File: src/rtl/serial_paralelo_rx_pkg.sv
// Shared constants, state encoding and lane payload type for the serial-to-parallel receiver.
package serial_paralelo_rx_pkg;

  localparam int unsigned BYTE_W         = 8;
  localparam int unsigned LANES          = 4;
  localparam int unsigned LANE_W         = $clog2(LANES);
  localparam int unsigned BIT_CNT_W      = $clog2(BYTE_W);
  localparam logic [BYTE_W-1:0] COM_DEF  = 8'hBC;
  localparam int unsigned LOCK_COUNT_DEF = 4;

  typedef enum logic [1:0] {
    UNLOCKED = 2'd0,
    COUNT    = 2'd1,
    LOCKED   = 2'd2
  } align_state_t;

  typedef struct packed {
    logic [BYTE_W-1:0] data;
    logic              valid;
  } lane_t;

  // A lane byte is valid unless it is the idle/comma symbol.
  function automatic lane_t make_lane(input logic [BYTE_W-1:0] b, input logic [BYTE_W-1:0] com);
    lane_t l;
    l.data  = b;
    l.valid = (b != com);
    return l;
  endfunction

endpackage

File: src/rtl/serial_paralelo_rx_if.sv
// Serial line input plus the four recovered lanes and status flags of the receiver.
interface serial_paralelo_rx_if;
  import serial_paralelo_rx_pkg::*;

  logic              data_in;
  logic [BYTE_W-1:0] data_0;
  logic [BYTE_W-1:0] data_1;
  logic [BYTE_W-1:0] data_2;
  logic [BYTE_W-1:0] data_3;
  logic              valid_0;
  logic              valid_1;
  logic              valid_2;
  logic              valid_3;
  logic              active;
  logic              idle_out;

  // Link side: drives the serial line, consumes the lanes.
  modport master (
    output data_in,
    input  data_0, data_1, data_2, data_3,
    input  valid_0, valid_1, valid_2, valid_3,
    input  active, idle_out
  );

  // Deserializer side.
  modport slave (
    input  data_in,
    output data_0, data_1, data_2, data_3,
    output valid_0, valid_1, valid_2, valid_3,
    output active, idle_out
  );

endinterface

File: src/rtl/serial_paralelo_rx_comma_aligner.sv
// Bit-level comma search: locks byte alignment after LOCK_COUNT consecutive aligned commas.
module serial_paralelo_rx_comma_aligner
  import serial_paralelo_rx_pkg::*;
#(
  parameter logic [BYTE_W-1:0] COM        = COM_DEF,
  parameter int unsigned       LOCK_COUNT = LOCK_COUNT_DEF
) (
  input  logic              clk,
  input  logic              rst,
  input  logic              data_in,
  output logic [BYTE_W-1:0] byte_now_c,
  output logic              byte_done_c,
  output logic              active
);

  localparam int unsigned BC_W = $clog2(LOCK_COUNT + 1);

  // Only the seven newest bits are kept; the eighth comes straight from data_in.
  logic [BYTE_W-2:0]    sr;
  align_state_t         state, state_nx;
  logic [BIT_CNT_W-1:0] bit_cnt, bit_cnt_nx;
  logic [BC_W-1:0]      bc_cnt, bc_cnt_nx;
  logic                 byte_end_c;

  assign byte_now_c  = {sr, data_in};
  assign byte_end_c  = (bit_cnt == BIT_CNT_W'(BYTE_W - 1));
  assign byte_done_c = (state == LOCKED) && byte_end_c;

  always_ff @(posedge clk or posedge rst) begin
    if (rst) begin
      sr      <= '0;
      state   <= UNLOCKED;
      bit_cnt <= '0;
      bc_cnt  <= '0;
      active  <= 1'b0;
    end else begin
      sr      <= byte_now_c[BYTE_W-2:0];
      state   <= state_nx;
      bit_cnt <= bit_cnt_nx;
      bc_cnt  <= bc_cnt_nx;
      active  <= (state_nx == LOCKED);
    end
  end

  always_comb begin
    state_nx   = state;
    bit_cnt_nx = bit_cnt;
    bc_cnt_nx  = bc_cnt;
    case (state)
      UNLOCKED: begin
        bit_cnt_nx = '0;
        bc_cnt_nx  = '0;
        if (byte_now_c == COM) begin
          state_nx  = COUNT;
          bc_cnt_nx = BC_W'(1);
        end
      end
      COUNT: begin
        bit_cnt_nx = bit_cnt + BIT_CNT_W'(1);
        if (byte_end_c) begin
          if (byte_now_c != COM) begin
            state_nx  = UNLOCKED;
            bc_cnt_nx = '0;
          end else if (bc_cnt == BC_W'(LOCK_COUNT - 1)) begin
            state_nx = LOCKED;
          end else begin
            bc_cnt_nx = bc_cnt + BC_W'(1);
          end
        end
      end
      LOCKED: begin
        // Counter wraps on the locking comma, so the next byte starts at bit 0.
        bit_cnt_nx = bit_cnt + BIT_CNT_W'(1);
      end
      default: begin
        state_nx = UNLOCKED;
      end
    endcase
  end

endmodule

File: src/rtl/serial_paralelo_rx.sv
// Receive deserializer: aligns on commas, then splits the byte stream into four lanes per 32-bit frame.
module serial_paralelo_rx
  import serial_paralelo_rx_pkg::*;
#(
  parameter logic [BYTE_W-1:0] COM        = COM_DEF,
  parameter int unsigned       LOCK_COUNT = LOCK_COUNT_DEF
) (
  input  logic                 clk_32f,
  input  logic                 reset,
  serial_paralelo_rx_if.slave  bus
);

  logic [BYTE_W-1:0] byte_now_c;
  logic              byte_done_c;
  logic              active_q;
  logic [LANE_W-1:0] lane;
  logic [BYTE_W-1:0] lane_buf [LANES-1];
  lane_t             lane_q   [LANES];
  logic              idle_q;
  logic              frame_end_c;
  logic              frame_idle_c;

  serial_paralelo_rx_comma_aligner #(
    .COM        (COM),
    .LOCK_COUNT (LOCK_COUNT)
  ) u_aligner (
    .clk         (clk_32f),
    .rst         (reset),
    .data_in     (bus.data_in),
    .byte_now_c  (byte_now_c),
    .byte_done_c (byte_done_c),
    .active      (active_q)
  );

  assign frame_end_c  = byte_done_c && (lane == LANE_W'(LANES - 1));
  assign frame_idle_c = (lane_buf[0] == COM) && (lane_buf[1] == COM) &&
                        (lane_buf[2] == COM) && (byte_now_c == COM);

  // Lanes 0..2 are buffered; lane 3 is taken live so the whole frame updates on its last bit.
  always_ff @(posedge clk_32f or posedge reset) begin
    if (reset) begin
      lane     <= '0;
      lane_buf <= '{default: '0};
      lane_q   <= '{default: '0};
      idle_q   <= 1'b0;
    end else if (byte_done_c) begin
      lane <= lane + LANE_W'(1);
      if (frame_end_c) begin
        lane_q[0] <= make_lane(lane_buf[0], COM);
        lane_q[1] <= make_lane(lane_buf[1], COM);
        lane_q[2] <= make_lane(lane_buf[2], COM);
        lane_q[3] <= make_lane(byte_now_c, COM);
        idle_q    <= frame_idle_c;
      end else begin
        lane_buf[lane] <= byte_now_c;
      end
    end
  end

  assign bus.data_0   = lane_q[0].data;
  assign bus.data_1   = lane_q[1].data;
  assign bus.data_2   = lane_q[2].data;
  assign bus.data_3   = lane_q[3].data;
  assign bus.valid_0  = lane_q[0].valid;
  assign bus.valid_1  = lane_q[1].valid;
  assign bus.valid_2  = lane_q[2].valid;
  assign bus.valid_3  = lane_q[3].valid;
  assign bus.active   = active_q;
  assign bus.idle_out = idle_q;

endmodule

File: src/flat_wrapper.sv
// flat-port wrapper written by rule: the top's interface ports become plain ports
module serial_paralelo_rx_flat import serial_paralelo_rx_pkg::*;
#(
  parameter logic [BYTE_W-1:0] COM        = COM_DEF,
  parameter int unsigned       LOCK_COUNT = LOCK_COUNT_DEF
)
  (clk_32f, reset, bus_data_in, bus_data_0, bus_data_1, bus_data_2, bus_data_3, bus_valid_0, bus_valid_1, bus_valid_2, bus_valid_3, bus_active, bus_idle_out);
  serial_paralelo_rx_if bus_i ();
  input  logic clk_32f;
  input  logic reset;
  input wire logic [$bits(bus_i.data_in)-1:0] bus_data_in;
  output wire logic [$bits(bus_i.data_0)-1:0] bus_data_0;
  output wire logic [$bits(bus_i.data_1)-1:0] bus_data_1;
  output wire logic [$bits(bus_i.data_2)-1:0] bus_data_2;
  output wire logic [$bits(bus_i.data_3)-1:0] bus_data_3;
  output wire logic [$bits(bus_i.valid_0)-1:0] bus_valid_0;
  output wire logic [$bits(bus_i.valid_1)-1:0] bus_valid_1;
  output wire logic [$bits(bus_i.valid_2)-1:0] bus_valid_2;
  output wire logic [$bits(bus_i.valid_3)-1:0] bus_valid_3;
  output wire logic [$bits(bus_i.active)-1:0] bus_active;
  output wire logic [$bits(bus_i.idle_out)-1:0] bus_idle_out;
  assign bus_i.data_in = bus_data_in;
  assign bus_data_0 = bus_i.data_0;
  assign bus_data_1 = bus_i.data_1;
  assign bus_data_2 = bus_i.data_2;
  assign bus_data_3 = bus_i.data_3;
  assign bus_valid_0 = bus_i.valid_0;
  assign bus_valid_1 = bus_i.valid_1;
  assign bus_valid_2 = bus_i.valid_2;
  assign bus_valid_3 = bus_i.valid_3;
  assign bus_active = bus_i.active;
  assign bus_idle_out = bus_i.idle_out;
  serial_paralelo_rx #(.COM(COM), .LOCK_COUNT(LOCK_COUNT)) u_core (.clk_32f(clk_32f), .reset(reset), .bus(bus_i));
endmodule
File: config.mk
export PLATFORM = sky130hd
export DESIGN_NAME = serial_paralelo_rx_flat
export DESIGN_NICKNAME = d
export VERILOG_FILES = /design/src/rtl/serial_paralelo_rx_pkg.sv /design/src/rtl/serial_paralelo_rx_if.sv /design/src/rtl/serial_paralelo_rx_comma_aligner.sv /design/src/rtl/serial_paralelo_rx.sv /design/src/flat_wrapper.sv
export SDC_FILE = /design/constraint.sdc
export NUM_CORES = 1
export LEC_CHECK = 0
export ABC_CLOCK_PERIOD_IN_PS = 2500
export BUFFER_PORTS_ARGS = -buffer_cell sky130_fd_sc_hd__buf_2
export CAP_MARGIN = 20
export CORE_MARGIN = 2
export CORE_UTILIZATION = 51
export DETAILED_ROUTE_END_ITERATION = 8
export PLACE_DENSITY = 0.83
export SYNTH_ARGS = -nofsm -noshare
export SYNTH_HDL_FRONTEND = slang
export SYNTH_SLANG_ARGS = --single-unit
File: constraint.sdc
create_clock -name clk_32f -period 2.5 [get_ports clk_32f]
set_clock_uncertainty 0.05 [all_clocks]
set_input_delay 0.375 -clock clk_32f [delete_from_list [all_inputs] [get_ports clk_32f]]
set_output_delay 0.375 -clock clk_32f [all_outputs]
set_load 0.01 [all_outputs]
# Word level (Yosys, flattened, before mapping)
# Cells that the tools add are included.
totals:
  output_inout_bits: 38
  elab_cells: 68
  ff_bits: 79
op_classes:
  bitwise_logic: 2
  add_sub_neg: 3
  n_eq_ne: 16
  mux: 14
  n_lt_le_gt_ge: 2
  n_reduce_logical: 13
ops:
  columns: ["operator", "n"]
  rows:
  - ["$eq A8 B8 Y1 const B", 4]
  - ["$ne A8 B8 Y1 const B", 4]
  - ["$bwmux W24", 1]
  - ["$demux W8 S2", 1]
  - ["$pmux W3 S2", 2]
  - ["$mux W3", 3]
  - ["$mux W2", 4]
  - ["$mux W8", 1]
  - ["$add A3 B1 Y3 const B", 2]
  - ["$eq A2 B2 Y1 const B", 3]
  - ["$logic_and A1 B1 Y1", 6]
  - ["$pmux W2 S3", 1]
  - ["$reduce_and A2 Y1", 2]
  - ["$reduce_bool A2 Y1", 2]
  - ["$eq A3 B2 Y1 const B", 1]
  - ["$eq A3 B3 Y1 const B", 1]
  - ["$ge A3 B3 Y1 const B", 1]
  - ["$lt A3 B1 Y1 const B", 1]
  - ["$ne A3 B2 Y1 const B", 1]
  - ["$not A2 Y3", 1]
  - ["$reduce_and A3 Y1", 1]
  - ["$add A2 B1 Y2 const B", 1]
  - ["$eq A2 B1 Y1 const B", 1]
  - ["$logic_not A2 Y1", 1]
  - ["other kinds (4)", 4]

# Depth between registers and ports, before layout
logic_depth:
  depth_word: 6
  depth_mapped: 6
  depth_no_buf: 6

# Hierarchy
# Synthesis repeated with hierarchy kept, for this count alone.
hier_totals:
  hier_cells: 227
  hier_area_um2: 3258.1
by_module_without_submodules:
  columns: ["mod", "cells_per_inst", "area_per_inst_um2", "seq_area_each_um2", "n_inst"]
  rows:
  - ["serial_paralelo_rx", 161, 2484.9, 1576.5, 1]
  - ["serial_paralelo_rx_comma_aligner", 66, 773.2, 400.4, 1]

# Worst setup path after synthesis
# Ideal clock, no wire load.
synth_path:
  kind: "register to register"
  from: "reg u_core.u_aligner.bit_cnt[0]"
  to: "reg u_core.lane_q (netlist bit u_core.bus.data_0[0])"
  setup_time_ps: 125
  arrival_ps: 1539
  path_buffers: 1
  slack_ps: 787
  path_stages_with_launch: 6
  path_cell_list: "dfrtp_1 ha_1 ha_1 nand3_1 buf_2 mux2_2"
synth_between:
  elab_chain_len: 4
synth_lines:
  columns: ["item", "line_no", "rtl"]
  rows:
  - ["start: declaration", "serial_paralelo_rx_comma_aligner.sv:21", "logic [BIT_CNT_W-1:0] bit_cnt, bit_cnt_nx;"]
  - ["start signal: assignment", "serial_paralelo_rx_comma_aligner.sv:39", "bit_cnt <= bit_cnt_nx;"]
  - ["$eq A3 B3 Y1 *", "serial_paralelo_rx_comma_aligner.sv:26", "assign byte_end_c = (bit_cnt == BIT_CNT_W'(BYTE_W - 1));"]
  - ["$logic_and A1 B1 Y1 *", "serial_paralelo_rx_comma_aligner.sv:27", "assign byte_done_c = (state == LOCKED) && byte_end_c;"]
  - ["$logic_and A1 B1 Y1", "serial_paralelo_rx.sv:35", "assign frame_end_c = byte_done_c && (lane == LANE_W'(LANES - 1));"]
  - ["$reduce_and A2 Y1 (no source line) *", null, null]
  - ["end: declaration", "serial_paralelo_rx.sv:18", "lane_t lane_q [LANES];"]
# Mark *: on every way between the ends. The rest lies on a longest branch, timed or not.
# A chain may end at the register's enable or synchronous reset.

# Worst setup path in the final report
layout_path:
  from: "reg u_core.u_aligner.bit_cnt[0]"
  to: "reg u_core.lane_buf[5] (netlist bit)"
layout_between:
  elab_chain_len: 5
layout_lines:
  columns: ["item", "line_no", "rtl"]
  rows:
  - ["$eq A3 B3 Y1 *", "serial_paralelo_rx_comma_aligner.sv:26", null]
  - ["$logic_and A1 B1 Y1 *", "serial_paralelo_rx_comma_aligner.sv:27", null]
  - ["$logic_and A1 B1 Y1", "serial_paralelo_rx.sv:35", null]
  - ["$not A1 Y1 (no source line)", null, null]
  - ["$reduce_and A2 Y1 (no source line) *", null, null]
  - ["end signal: indexed assignment", "serial_paralelo_rx.sv:55", "lane_buf[lane] <= byte_now_c;"]
  - ["end: declaration", "serial_paralelo_rx.sv:17", "logic [BYTE_W-1:0] lane_buf [LANES-1];"]
# Marks and branches as above.

==> impl_metrics.tcl <==
set metrics [dict create \
    status "finished clean" \
    crit_fanout 8 \
    synth_top_area_cell "dfrtp_1" \
    cp_slowest_cell "dfrtp_1" \
    synthTopCellsByCount "79 x dfrtp_1, 56 x mux2_2, 16 x nand2_1" \
    r2r_start "u_core.u_aligner.bit_cnt[0]" \
    syn_avg_cell_area_sq_um 14.28 \
    grt-ovfl-total 0 \
    p_sw_frac 0.2418 \
    fp.dieH_um 83.71 \
    clk_path_buf_depth 2 \
    r2r-end "u_core.lane_buf[5]" \
    hold_viol 0 \
    ctsHoldBuffers 0 \
    slew_violations 0 \
    pwr-share-clk 0.375 \
    netlist_area_sq_um 3241 \
    ys_ff_latch 79 \
    irDropWorstVdd_mv 0.3490 \
    r2r_slack_ns 0.68 \
    synth_top_area_share 0.6100 \
    vias 1928 \
    grt_pass1_vias 1990 \
    max_clock_freq_mhz 548.5 \
    crit_type "register to register" \
    synthDistinctLibCells 38 \
    ant_nets 0 \
    dr.pass1.iters 4 \
    antenna_found_initial 0 \
    p_int_mw 1.676 \
    synthFlopType "dfrtp_1" \
    synth-xor-area-share 0.002703 \
    synthTopCellsByArea "dfrtp_1 61%, mux2_2 19%, ha_1 4.6%, nand2_1 1.9%, o21ai_0 1.2%" \
    yosysWarnings 0 \
    synth_compound_area_frac 0.03977 \
    port_buffers 40 \
    fin_cells 357 \
    maxCapViolations 0 \
    rows 29 \
    die_w_um 83.71 \
    stdcell_area_sq_um 3731 \
    drive_gt1_frac 0.4464 \
    nNetsFinal 291 \
    synthMuxAreaShare 0.1981 \
    crit_family "adder cells" \
    start_util 0.5192 \
    synth-edff-count 0 \
    syn_inst 227 \
    first_iter_violations 107 \
    wl_per_cell_um 16.18 \
    cp.arrival_ns 2.00 \
    num_antenna_cells 0 \
    worst_pin_slew_ns 0.6400 \
    crit_required_ns 2.68 \
    place_area_sq_um 3560 \
    hold_ws_ns 0.05954 \
    cpPeakStageDelay_ns 0.40 \
    p_comb_frac 0.034 \
    worst_slack_ns 0.6767 \
    slew_headroom 0.5694 \
    io_pins 41 \
    grt_pass1_wl_um 9722 \
    post_cts_buffers 0 \
    root_buffer "clkbuf_8" \
    clock_latency_ns 0.35 \
    finalCriticalPeriod_ns 1.823 \
    htreeDepth 3 \
    synth-simple-area-share 0.08456 \
    tritoncts "done" \
    path_buf_inv 0 \
    p_leak_nw 1.963 \
    dieArea_sq_um 7007 \
    p_seq_frac 0.592 \
    clk_pin_slew_ns 0.08 \
    finalSetupViolCount 0 \
    fin_setup_tns_ns 0 \
    critPathMostFrequentCell "ha_1" \
    end_kind "register" \
    finalCritPeriodShare 0.7293 \
    p_switching_mw 0.5346 \
    ys_seq_area_frac 0.6100 \
    rsz0062_at_grt "false" \
    grt_max_degree 80 \
    synth_top_family_by_area "multiplexers" \
    core_area_sq_um 6241 \
    power.density_nw_per_um2 592.6 \
    synth.most_common_cell "dfrtp_1" \
    post-place-ws_ns 0.6846 \
    r2r_cells 6 \
    cts_buffers 9 \
    synth_async_sr_flop_share 1.000 \
    worstSetupStartpointType "register" \
    drc 0 \
    area_growth_pct 15.14 \
    grtUsageTotal 0.1790 \
    ctsResizeCount 0 \
    cts_sinks 79 \
    gp_congestion 0.7585 \
    fin_util 0.5978 \
    via_per_inst 5.401 \
    synth_nets 242 \
    synthAdderAreaFrac 0.04633 \
    totalWireLength_um 5775 \
    worstPathCellList "ha_1, ha_1, nand2_1, nor2_4, nand2_2, mux2_2" \
    dp_hpwl_um 3892 \
    hp-class "input port to asynchronous set/reset pin" \
    dp.cells 342 \
    total_power_mw 2.211 \
]
worst register-to-register path, cell delays in order, from the launching register on:
cell and delay (ns):
dfrtp_1 0.40, ha_1 0.20, ha_1 0.25, nand2_1 0.20, nor2_4 0.07, nand2_2 0.18, mux2_2 0.37
per-layer routing:
metal,share of wire,GRT usage
met1,0.47,0.2401
met2,0.46,0.2720
met3,0.054,0.05045
met4,0.021,0.08358
met5,0,0
cell families after synthesis:
kind of cell	count (synthesis)
AOI/OAI and AO/OA	20
adders and majority gates	12
and+or+nand+nor	45
DFF	79
xor gates and xnor gates	1
muxes	57
buffers and inverters	13
layout by cell type (no fill, tap or decap), types with 2 or more instances in the layout:
cell,count
a21o_1,2
a21oi_1,3
buf_2,40
inv_1,7
nand2_1,16
dfrtp_1,79
buf_12,2
mux2_2,56
ha_1,12
nor2_1,4
nand2_2,3
clkinv_4,3
o21ai_0,8
nand3_1,2
nand4b_1,4
nor4_1,2
clkbuf_8,9
state kept, by name, summed over array words and instances, names as in the netlist, 2 cells and up:
signal	flops
u_core.lane	2
u_core.bus.data_1	8
u_core.bus.data_2	8
u_core.u_aligner.bit_cnt	3
u_core.bus.data_3	8
u_core.u_aligner.bc_cnt	3
u_core.u_aligner.sr	7
u_core.u_aligner.state	2
u_core.lane_buf	24
u_core.bus.data_0	8
power groups by stage:
stage	Sequential, mW	Combinational (mW)	Clock, mW
global route	1.31	0.0865	0.900
CTS	1.31	0.0761	0.850
detailed placement	1.33	0.0756	0
floorplan	1.33	0.0548	0
finish	1.31	0.0744	0.828
global placement	1.33	0.0738	0
cell type report:
class / count / area, sq um
fillers: 522 / 2510
inverters: 8 / 30.03
multi-input cells: 135 / 1209
clock buffers: 9 / 123.9
flip-flops and latches: 79 / 1977
clock inverters: 6 / 47.55
well taps: 77 / 96.34
repair buffers: 43 / 247.7
worst max-delay path by stage:
| stage | cells past startpoint | slack [ns] | from | endpoint |
|---|---|---|---|---|
| after global placement | 6 | 0.75 | u_core.u_aligner.bit_cnt[0] | u_core.lane_buf[8] |
| after global routing | 6 | 0.57 | u_core.u_aligner.bit_cnt[0] | u_core.lane_buf[20] |
| final | 6 | 0.68 | u_core.u_aligner.bit_cnt[0] | u_core.lane_buf[5] |
| after detailed placement | 6 | 0.68 | u_core.u_aligner.bit_cnt[0] | u_core.lane_buf[7] |
| after CTS | 6 | 0.67 | u_core.u_aligner.bit_cnt[0] | u_core.lane_buf[5] |
| after floorplan | 1 | 0.05 | reset | u_core.bus.data_0[0] |
Power figures use the tool's default switching activity.
